===== src/rtl/ysyx_22040237_mc_ctrl.sv =====
// Multi-cycle instruction sequencer for the RV64 NPC core: FETCH/EXEC/MEM/WB
// stepping, datapath strobes, bus watchdog halts and cycle/instret counters.
module ysyx_22040237_mc_ctrl #(
  parameter int unsigned TIMEOUT_CYCLES = 1024
) (
  input  logic        clk,
  input  logic        rst,
  input  logic        if_rsp_valid_i,
  input  logic        lsu_rsp_valid_i,
  input  logic        rd_wr_en_i,
  input  logic        is_load_i,
  input  logic        is_store_i,
  input  logic        ebreak_i,
  input  logic        invalid_inst_i,
  output logic        if_req_o,
  output logic        ir_wr_en_o,
  output logic        lsu_req_o,
  output logic        lsu_we_o,
  output logic        rf_wr_en_o,
  output logic        pc_wr_en_o,
  output logic        busy_o,
  output logic        halt_o,
  output logic [1:0]  halt_code_o,
  output logic [63:0] cycle_cnt_o,
  output logic [63:0] instret_o
);

  typedef enum logic [2:0] {
    S_IDLE  = 3'd0,
    S_FETCH = 3'd1,
    S_EXEC  = 3'd2,
    S_MEM   = 3'd3,
    S_WB    = 3'd4,
    S_HALT  = 3'd5
  } state_e;

  localparam logic [15:0] WD_LIMIT = 16'(TIMEOUT_CYCLES - 32'd1);

  state_e      state_q, state_d;
  logic        we_q, we_d;
  logic        rdw_q, rdw_d;
  logic [1:0]  halt_code_q, halt_code_d;
  logic [15:0] wd_q, wd_d;
  logic [63:0] cycle_q, cycle_d;
  logic [63:0] instret_q, instret_d;
  logic        retire;
  logic        active;

  always_comb begin
    state_d     = state_q;
    we_d        = we_q;
    rdw_d       = rdw_q;
    halt_code_d = halt_code_q;
    ir_wr_en_o  = 1'b0;
    retire      = 1'b0;
    case (state_q)
      S_IDLE: state_d = S_FETCH;
      S_FETCH: begin
        // A response in the expiry cycle still wins over the timeout.
        if (if_rsp_valid_i) begin
          ir_wr_en_o = 1'b1;
          state_d    = S_EXEC;
        end else if (wd_q == WD_LIMIT) begin
          state_d     = S_HALT;
          halt_code_d = 2'd2;
        end
      end
      S_EXEC: begin
        if (invalid_inst_i || (is_load_i && is_store_i)) begin
          state_d     = S_HALT;
          halt_code_d = 2'd1;
        end else if (ebreak_i) begin
          state_d     = S_HALT;
          halt_code_d = 2'd0;
          retire      = 1'b1;
        end else if (is_load_i || is_store_i) begin
          state_d = S_MEM;
          we_d    = is_store_i;
          rdw_d   = rd_wr_en_i;
        end else begin
          state_d = S_WB;
          rdw_d   = rd_wr_en_i;
        end
      end
      S_MEM: begin
        if (lsu_rsp_valid_i) begin
          state_d = S_WB;
        end else if (wd_q == WD_LIMIT) begin
          state_d     = S_HALT;
          halt_code_d = 2'd3;
        end
      end
      S_WB: begin
        retire  = 1'b1;
        state_d = S_FETCH;
      end
      S_HALT:  state_d = S_HALT;
      default: state_d = S_IDLE;
    endcase

    active    = (state_q == S_FETCH) || (state_q == S_EXEC) ||
                (state_q == S_MEM)   || (state_q == S_WB);
    wd_d      = ((state_d == state_q) && ((state_q == S_FETCH) || (state_q == S_MEM)))
                ? wd_q + 16'd1 : 16'd0;
    cycle_d   = active ? cycle_q + 64'd1 : cycle_q;
    instret_d = retire ? instret_q + 64'd1 : instret_q;
  end

  always_ff @(posedge clk or posedge rst) begin
    if (rst) begin
      state_q     <= S_IDLE;
      we_q        <= 1'b0;
      rdw_q       <= 1'b0;
      halt_code_q <= 2'd0;
      wd_q        <= 16'd0;
      cycle_q     <= 64'd0;
      instret_q   <= 64'd0;
    end else begin
      state_q     <= state_d;
      we_q        <= we_d;
      rdw_q       <= rdw_d;
      halt_code_q <= halt_code_d;
      wd_q        <= wd_d;
      cycle_q     <= cycle_d;
      instret_q   <= instret_d;
    end
  end

  assign if_req_o    = (state_q == S_FETCH);
  assign lsu_req_o   = (state_q == S_MEM);
  assign lsu_we_o    = (state_q == S_MEM) && we_q;
  assign rf_wr_en_o  = (state_q == S_WB) && rdw_q;
  assign pc_wr_en_o  = (state_q == S_WB);
  assign busy_o      = (state_q != S_IDLE) && (state_q != S_HALT);
  assign halt_o      = (state_q == S_HALT);
  assign halt_code_o = halt_code_q;
  assign cycle_cnt_o = cycle_q;
  assign instret_o   = instret_q;

endmodule


===== config.mk =====
export PLATFORM = sky130hd
export DESIGN_NAME = ysyx_22040237_mc_ctrl
export DESIGN_NICKNAME = d
export VERILOG_FILES = /design/src/rtl/ysyx_22040237_mc_ctrl.sv
export SDC_FILE = /design/constraint.sdc
export NUM_CORES = 1
export LEC_CHECK = 0
export CORE_UTILIZATION = 39
export DETAILED_ROUTE_END_ITERATION = 16
export GPL_ROUTABILITY_DRIVEN = 0
export PLACE_DENSITY = 0.69
export SLEW_MARGIN = 20
export SYNTH_ARGS = -nofsm -noshare
export SYNTH_HDL_FRONTEND = slang
export SYNTH_SLANG_ARGS = --single-unit

===== constraint.sdc =====
create_clock -name clk -period 4.4 [get_ports clk]
set_input_delay 0.44 -clock clk [delete_from_list [all_inputs] [get_ports clk]]
set_output_delay 0.44 -clock clk [all_outputs]
set_load 0.005 [all_outputs]

==> qor.csv <==
stage;metric;value;unit
finish;Final Util;0.5294;
routing;vias per cell;5.219;
routing;routed len/inst;15.47;um
floorplanning;Starting Density;0.4035;
setup_path;Worst path slowest cell;dfrtp_1;
synth;Post-Syn Instances;702;
pwr;Pleak;4.213;nW
timing;Final Hold Viols;0;
place;dpl cells;1062;
clocking;H-Tree Depth;4;
setup_path;Worst Setup Path Type;reg -> reg;
finish;antenna cells;0;
timing;Max transition margin;0.4384;
setup_path;crit end category;register;
finish;layout cell share with drive strength beyond 1;0.07292;
synth;top cell type's share of synthesized area;0.5126;
timing;Max Clk Rate;380.8;MHz
floorplanning;die height;139.5;um
synth;net count after synthesis;714;
synth;register area share after synthesis;0.5126;
clocking;clock slew at reported path FFs;0.06;ns
global_routing;GR Util met3;0.04783;
finish;Layout Area Growth over Synthesis;31.19;%
routing;antenna-violating nets left;0;
flow_run;max-cap violations;0;
timing;Final Skew;0.01096;ns
finish;layout net count;864;
setup_path;Crit path largest cell delay;0.70;ns
clocking;Inserted Clock Buffers;17;
pwr;Pwr Density;382.3;nW/um^2
global_routing;vias in the first global route;5479;
routing;First DRT Iteration DRCs;327;
setup_path;Worst Setup Start Kind;register;
global_routing;met1 Use GR;0.2504;
timing;slew of the pin with the lowest slew margin;0.8360;ns
setup_path;Worst Path Arrival;2.93;ns
setup_path;Critical Path RT;4.71;ns
clocking;# hold bufs at CTS;0;
synth;Yosys cell types;50;
setup_path;ordered list of cells on the worst path;nor2b_1 -> a32o_2 -> nand4_1 -> or3_1 -> xnor2_1;
timing;RSZ-0062 raised after global routing;false;
floorplanning;Die Wd;139.5;um
synth;Synth area leaders;dfrtp_1 51%, xnor2_1 9.6%, xor2_1 7.1%, nand4_1 3.9%, nand2_1 3.5%;
routing;total length of routed wires;16910;um
global_routing;first-pass GRT wire length;28290;um
floorplanning;row count;49;
synth;EDFF count, synth;0;
floorplanning;die area;19460;sq um
clocking;CTS tree;yes;
floorplanning;Ports;147;
place;post-DP HPWL;11860;um
timing;Setup-failing EPs final;0;
status;status;finished, final reports clean;
synth;yosys warns;0;
routing;drt first pass iters;5;
clocking;CTS Root Cell;clkbuf_16;
global_routing;Most Crowded Layer GR;met2;
place;port buffer count;146;
clocking;# Post-CTS Setup Buffers;0;
setup_path;crit path max fanout;19;
clocking;Sink Count;151;
synth;most common flop cell mapped by yosys;dfrtp_1;
synth;Yosys reg bits;151;
clocking;Post-CTS Resized;0;
synth;ys async rst share;1.000;
synth;Post-Syn Area;7372;sq um
synth;cell accounting for the most synthesized area;dfrtp_1;
global_routing;initial antenna violation count;0;
synth;Syn Area/Cell;10.50;sq um
routing;routed via count;5704;
finish;post-route insts no fill;1093;
pwr;VDD IR max;0.2831;mV
clocking;clk_lat worst skew;0.42;ns
timing;Max Transition Viols Final;0;
hold_path;Hold Crit Class;reg -> reg;
routing;DR DRC count;0;
timing;Period minus WS final;2.626;ns
global_routing;grt met2 use;0.2904;
setup_path;Worst R2R Path Depth;5;
clocking;Max Root-Sink Buffers;2;
timing;Final Cycle Share;0.5968;
global_routing;largest net degree at the start of global routing;152;
floorplanning;CORE AREA;18270;sq um
global_routing;grt total ovfl;0;
hold_path;hold path depth;1;
global_routing;Total Routing Usage GR;0.1834;
timing;WHS;0.4634;ns
timing;setup_tns;0;ns
[placed cells by master (no fill, tap or decap), types with 3 or more instances in the layout]
cell type          n
a21oi_1            5
and2_1             5
and3_1            25
and4_1             9
bufinv_16          5
clkbuf_16         17
clkdlybuf4s50_1  146
clkinvlp_4         3
dfrtp_1          151
ha_1               3
inv_1             23
mux2_2             3
nand2_1           69
nand2b_1           3
nand3_1           41
nand4_1           46
nand4_2            5
nor2_1            54
nor3_1            33
nor3_2             3
nor4_1            16
nor4_2            10
o21ai_0            3
or3_1              8
xnor2_1           81
xor2_1            60
[cells by family (layout without fill, tap and decap cells)]
kind of cell / Yosys count / count (layout) / share of synthesized area
simple gates: 345 / 345 / 0.2658
flops: 151 / 151 / 0.5126
xor+xnor: 141 / 141 / 0.1675
buf+inv: 40 / 202 / 0.02665
compound gates: 19 / 19 / 0.01782
fa+ha+maj: 3 / 3 / 0.005092
mux: 3 / 3 / 0.004582
[final timing paths]
| path | from | slack [ns] | to |
|---|---|---|---|
| min reg2reg | instret_o[63] | 0.46 | instret_o[63] |
| max reg2reg | state_q[1] | 1.77 | instret_o[62] |
| min | instret_o[63] | 0.46 | instret_o[63] |
| max | state_q[1] | 1.77 | instret_o[62] |
| min in group asynchronous | rst | 0.57 | instret_o[61] |
| max in group asynchronous | rst | 3.19 | cycle_cnt_o[44] |
[sequential cells by signal, indices dropped and copies added (netlist names)]
signal,cells
we_q,1
cycle_cnt_o,64
halt_code_o,2
rdw_q,1
state_q,3
instret_o,64
wd_q,16
[critical path, delay by kind of cell, from the launching register on]
kind,cells,cell delay (ns)
compound gates,1,0.32
xor+xnor,1,0.13
simple gates,3,1.36
flops,1,0.70
[layout make-up]
type                    instances  area (sq um)
inverters                      24         93.84
repair buffers                147          1481
multi-input cells             511          3397
clock buffers                  19         432.9
well taps                     229         286.5
fillers                      1637          8598
clock inverters                12         201.4
flip-flops and latches        151          3779
[cells in the mapped netlist, types with 4 or more instances]
cell type and instances:
dfrtp_1 151, xnor2_1 81, nand2_1 69, xor2_1 60, nor2_1 54, nand4_1 46
nand3_1 41, nor3_1 33, and3_1 25, inv_1 24, nor4_1 16, nor4_2 10
and4_1 9, or3_1 8, buf_2 7, a21oi_1 5, and2_1 5, nand4_2 5
buf_6 4
[routing by layer]
metal	vias up	part of all wire
met5	-	0
met4	0	0.0082
met3	18	0.059
met2	176	0.46
met1	2755	0.47
li1	2755	-
[stage by stage]
step	worst slack, ns	cell area (sq um)	power (mW)
after CTS	1.789	9672	3.737
after global placement	1.528	9037	2.124
after detailed placement	1.504	9037	2.135
final	1.774	9672	3.697
after floorplan	2.057	7376	1.897
after global routing	1.613	9672	3.865
[where the power goes]
part	switching, mW	internal [mW]	total, mW
combinational	0.240	0.262	0.502
sequential	0.136	1.47	1.60
clock	0.589	1.01	1.59
(Power assumes the default switching activity.)
